## src/rtl/serial_adder_ctrl.sv

```systemverilog
// Bit-serial adder: one full-adder slice (two half adders + OR) walks WIDTH-bit operands LSB first.
// Define SERIAL_ADDER_SUB_EN to add a SUB input that turns the operation into A-B.

module halfadder (
    input  logic a,
    input  logic b,
    output logic sum,
    output logic carry
);
    assign sum   = a ^ b;
    assign carry = a & b;
endmodule

module serial_adder_ctrl #(
    parameter int WIDTH = 8
) (
    input  logic             CLK,
    input  logic             RST,
    input  logic             START,
`ifdef SERIAL_ADDER_SUB_EN
    input  logic             SUB,
`endif
    input  logic [WIDTH-1:0] A,
    input  logic [WIDTH-1:0] B,
    output logic             BUSY,
    output logic             DONE,
    output logic [WIDTH-1:0] S,
    output logic             CO
);

    localparam int CW = (WIDTH > 2) ? $clog2(WIDTH) : 1;
    localparam logic [CW-1:0] LAST_BIT = CW'(WIDTH - 1);

    typedef enum logic [1:0] {
        IDLE,
        RUN,
        DONE_ST
    } state_t;

    state_t state, state_next;

    logic load, step, finish;

    logic [WIDTH-1:0] op_a, op_b, result_sr;
    logic             carry_ff;
    logic [CW-1:0]    bit_cnt;

    logic slice_b, carry_init;
    logic ha0_sum, ha0_carry, ha1_sum, ha1_carry;
    logic slice_sum, slice_carry;

`ifdef SERIAL_ADDER_SUB_EN
    // Subtraction is A + ~B + 1: invert B through the slice and seed carry-in with 1.
    logic sub_q;
    assign slice_b    = op_b[0] ^ sub_q;
    assign carry_init = SUB;
`else
    assign slice_b    = op_b[0];
    assign carry_init = 1'b0;
`endif

    halfadder u_ha0 (
        .a     (op_a[0]),
        .b     (slice_b),
        .sum   (ha0_sum),
        .carry (ha0_carry)
    );

    halfadder u_ha1 (
        .a     (ha0_sum),
        .b     (carry_ff),
        .sum   (ha1_sum),
        .carry (ha1_carry)
    );

    assign slice_sum   = ha1_sum;
    assign slice_carry = ha0_carry | ha1_carry;

    always_ff @(posedge CLK) begin
        if (RST) begin
            state <= IDLE;
        end else begin
            state <= state_next;
        end
    end

    always_comb begin
        state_next = state;
        load       = 1'b0;
        step       = 1'b0;
        finish     = 1'b0;
        BUSY       = 1'b0;
        DONE       = 1'b0;
        case (state)
            IDLE: begin
                if (START) begin
                    load       = 1'b1;
                    state_next = RUN;
                end
            end
            RUN: begin
                BUSY = 1'b1;
                step = 1'b1;
                if (bit_cnt == LAST_BIT) begin
                    finish     = 1'b1;
                    state_next = DONE_ST;
                end
            end
            DONE_ST: begin
                BUSY       = 1'b1;
                DONE       = 1'b1;
                state_next = IDLE;
            end
            default: state_next = IDLE;
        endcase
    end

    // Sum bits enter at the MSB so that after WIDTH shifts the first bit sits at bit 0.
    always_ff @(posedge CLK) begin
        if (RST) begin
            op_a      <= '0;
            op_b      <= '0;
            result_sr <= '0;
            carry_ff  <= 1'b0;
            bit_cnt   <= '0;
            S         <= '0;
            CO        <= 1'b0;
`ifdef SERIAL_ADDER_SUB_EN
            sub_q     <= 1'b0;
`endif
        end else if (load) begin
            op_a      <= A;
            op_b      <= B;
            result_sr <= '0;
            carry_ff  <= carry_init;
            bit_cnt   <= '0;
`ifdef SERIAL_ADDER_SUB_EN
            sub_q     <= SUB;
`endif
        end else if (step) begin
            op_a      <= op_a >> 1;
            op_b      <= op_b >> 1;
            result_sr <= {slice_sum, result_sr[WIDTH-1:1]};
            carry_ff  <= slice_carry;
            bit_cnt   <= bit_cnt + 1'b1;
            if (finish) begin
                S  <= {slice_sum, result_sr[WIDTH-1:1]};
                CO <= slice_carry;
            end
        end
    end

endmodule
```

## config.mk

```make
export PLATFORM = sky130hd
export DESIGN_NAME = serial_adder_ctrl
export DESIGN_NICKNAME = d
export VERILOG_FILES = /design/src/rtl/serial_adder_ctrl.sv
export SDC_FILE = /design/constraint.sdc
export NUM_CORES = 1
export LEC_CHECK = 0
export ABC_AREA = 1
export BUFFER_PORTS_ARGS = -buffer_cell sky130_fd_sc_hd__buf_4
export CAP_MARGIN = 20
export CORE_AREA = 2 2 64 66
export DETAILED_ROUTE_END_ITERATION = 7
export DIE_AREA = 0 0 66 68
export PLACE_DENSITY = 0.79
export SETUP_SLACK_MARGIN = 0.3
export SYNTH_ARGS = -nofsm -noshare
export SYNTH_HDL_FRONTEND = slang
export SYNTH_SLANG_ARGS = --single-unit
export TNS_END_PERCENT = 50
```

## constraint.sdc

```tcl
create_clock -name CLK -period 1.3 [get_ports CLK]
set_input_delay 0.065 -clock CLK [delete_from_list [all_inputs] [get_ports CLK]]
set_output_delay 0.065 -clock CLK [all_outputs]
set_load 0.01 [all_outputs]
```

==> results_dict.tcl <==
set metrics [dict create \
    total_power_mw 5.10 \
    via_per_inst 5.21 \
    finalSetupViolations 0 \
    crit_buf_inv 3 \
    yosys.area.top_type "dfxtp_1" \
    p_per_area_nw_per_um2 2000 \
    finalCritPeriodShare_pct 92.3 \
    syn_area_per_cell_sq_um 7.39 \
    n_antenna_cell 0 \
    vias 1770 \
    hold_path.class "in2reg" \
    grt_first_pass_wirelength_microns 6740 \
    crit_chain "inv_4 > ha_4 > buf_4 > buf_12 > nand2_1 > nand2_1 > nand2_1 > a21oi_1" \
    finalNonFillerCells 340 \
    crit_arrival_ps 1430 \
    startpoint_type "flop" \
    wire_per_inst_microns 13.3 \
    place_congestion 0.761 \
    crit_path_frequent_cell "nand2_1" \
    clockRootBuffer "clkbuf_8" \
    synth_top_area_share_pct 41.2 \
    drt-initial-drc-count 170 \
    ios 30 \
    maxSlewViolCount 0 \
    dr.pass1.iters 4 \
    grt-ovfl-total 0 \
    cpPeakStageDelay_ps 340 \
    fin_nets 316 \
    worst-path-max-fanout 6 \
    status "finished, final reports clean" \
    leakage_nw 1.12 \
    grt_max_degree 27 \
    detail-route-antenna-nets 0 \
    drcViolationCount 0 \
    netlist-cell-type-count 19 \
    syn_inst 250 \
    cts_buffer_depth 2 \
    syn_area_sq_um 1850 \
    most-common-layout-cells "nand2_1 (69), buf_4 (37), dfxtp_1 (33)" \
    layout-drive-gt1-share_pct 31.4 \
    layout_min_cycle_time_ps 1200 \
    fp.dieW_microns 66 \
    fill_cells 317 \
    mostFrequentLayoutCell "nand2_1" \
    cts_htree_levels 2 \
    cts_sinks 38 \
    fmax_mhz 833 \
    area_delta_synth_final_pct 37.9 \
    start_util_pct 47.9 \
    cts_tree "done" \
    crit_slowest_cell "dfxtp_2" \
    cap_violations 0 \
    gr-usage-all-layers_pct 19.9 \
    ys_warn_count 0 \
    dp.cells 318 \
    synth_area_leaders "dfxtp_1 (41%), nand2_1 (16%), a21oi_1 (10%)" \
    antenna_found_initial 0 \
    cp-end-kind "flop" \
    hold_violations 0 \
    floorplan.die.height_microns 68 \
    max_slew_margin_pct 79.4 \
    fin_skew_ps 4.36 \
    multi_input_area_sq_um 971 \
    port_buffers 29 \
    crit_type "reg2reg" \
    dp.final_hpwl_microns 2510 \
    rsz0062_at_grt "true" \
    synth_nets 277 \
    core_sq_um 3860 \
    crit_family "flip-flops" \
    tns_ps 0 \
    yosysSeqAreaShare_pct 41.2 \
    clkTransAtPathRegs_ps 80 \
    synth-seq-cells 38 \
    grt_pass1_vias 1543 \
    cts_inserted_buffers 5 \
    die_area_sq_um 4490 \
    ir_drop_mv 1.01 \
    worstSkewPairLatency_ps 300 \
    regArea_sq_um 769 \
    cp.required_ps 1530 \
    worst_slew_pin_slew_ps 309 \
    wirelength_microns 4520 \
    rows 23 \
]
-- where the power goes --
part | total (mW) | internal (mW) | leakage, nW | switching (mW)
logic | 2.66 | 1.33 | 0.755 | 1.33
clock network | 0.866 | 0.428 | 0.0515 | 0.439
registers | 1.58 | 1.40 | 0.312 | 0.184
-- cells in the mapped netlist --
| cell type | instances |
|---|---|
| clkbuf_1 | 1 |
| inv_2 | 1 |
| dfxtp_1 | 38 |
| nor2_1 | 3 |
| nand2_8 | 1 |
| nand3_2 | 1 |
| nand3_1 | 32 |
| a21oi_1 | 37 |
| inv_1 | 21 |
| buf_2 | 6 |
| buf_1 | 1 |
| nand4_1 | 9 |
| xnor2_1 | 1 |
| nand2_1 | 78 |
| fa_1 | 1 |
| inv_4 | 1 |
| ha_1 | 7 |
| buf_4 | 4 |
| buf_6 | 7 |
-- worst reg2reg max path, cell delays in order (launching register included) --
cell     delay, ps
dfxtp_2        340
inv_4           90
ha_4           190
buf_4          140
buf_12         110
nand2_1         50
nand2_1         50
nand2_1         50
a21oi_1        140
-- final timing paths --
path | start | endpoint | cells past startpoint | slack [ps]
setup reg to reg | state[1] | op_b[6] | 8 | 100
hold / removal | A[7] | op_a[7] | 3 | 30
hold reg to reg | S[0] | S[0] | 2 | 460
setup / recovery | state[1] | op_b[6] | 8 | 100
-- cell families (layout without fill, tap and decap cells) --
group / Yosys count / count (layout) / synth area share, %
fa+ha+maj: 8 / 8 / 5.82
simple gates: 124 / 124 / 29.8
compound gates: 37 / 37 / 10.0
xor+xnor: 1 / 1 / 0.474
flops: 38 / 38 / 41.2
buf+inv: 42 / 82 / 12.7
-- flip-flops by register name, summed over array words and instances (netlist names) --
register and flops:
bit_cnt 3, S 8, state 2, op_b 8, carry_ff 1, CO 1
op_a 8, result_sr 7
-- repair_timing --
action / CTS / global route
gates resized for setup: 14 / 14
endpoints found under the hold margin: 0 / 0
hold buffers: 0 / 0
endpoints found under the setup margin: 40 / 40
buffers inserted: 6 / 4
cloned: 2 / 2
pin swaps: 2 / 9
-- per-layer routing --
metal / vias up / track usage (%) / routed length [microns]
met5: - / 0 / 0
met4: 0 / 9.44 / 82
met3: 8 / 5.26 / 184
met2: 51 / 34.7 / 2360
met1: 830 / 22.7 / 1890
li1: 881 / - / -
-- area by class of cell --
cell class                      count  share of cell area, %
Clock buffer                        6                   3.24
Clock inverter                      2                  0.442
Inverter                           23                   4.07
Multi-Input combinational cell    170                   38.1
Sequential cell                    38                   30.2
Tap cell                           50                   2.45
Timing Repair Buffer               51                   21.5
-- through the flow --
step           instance area [sq um]  setup WS, ps  util, %  hold slack (ps)
6_report                        2550          99.5     66.1             25.0
3_5_place_dp                    2150          95.3     55.8              339
2_1_floorplan                   1950           165        -              212
4_1_cts                         2410          98.2     62.4             23.2
5_1_grt                         2550          30.3     66.1             18.0
3_3_place_gp                    2150           138     55.8              331
Note: power is estimated with default switching activity, not from simulation.
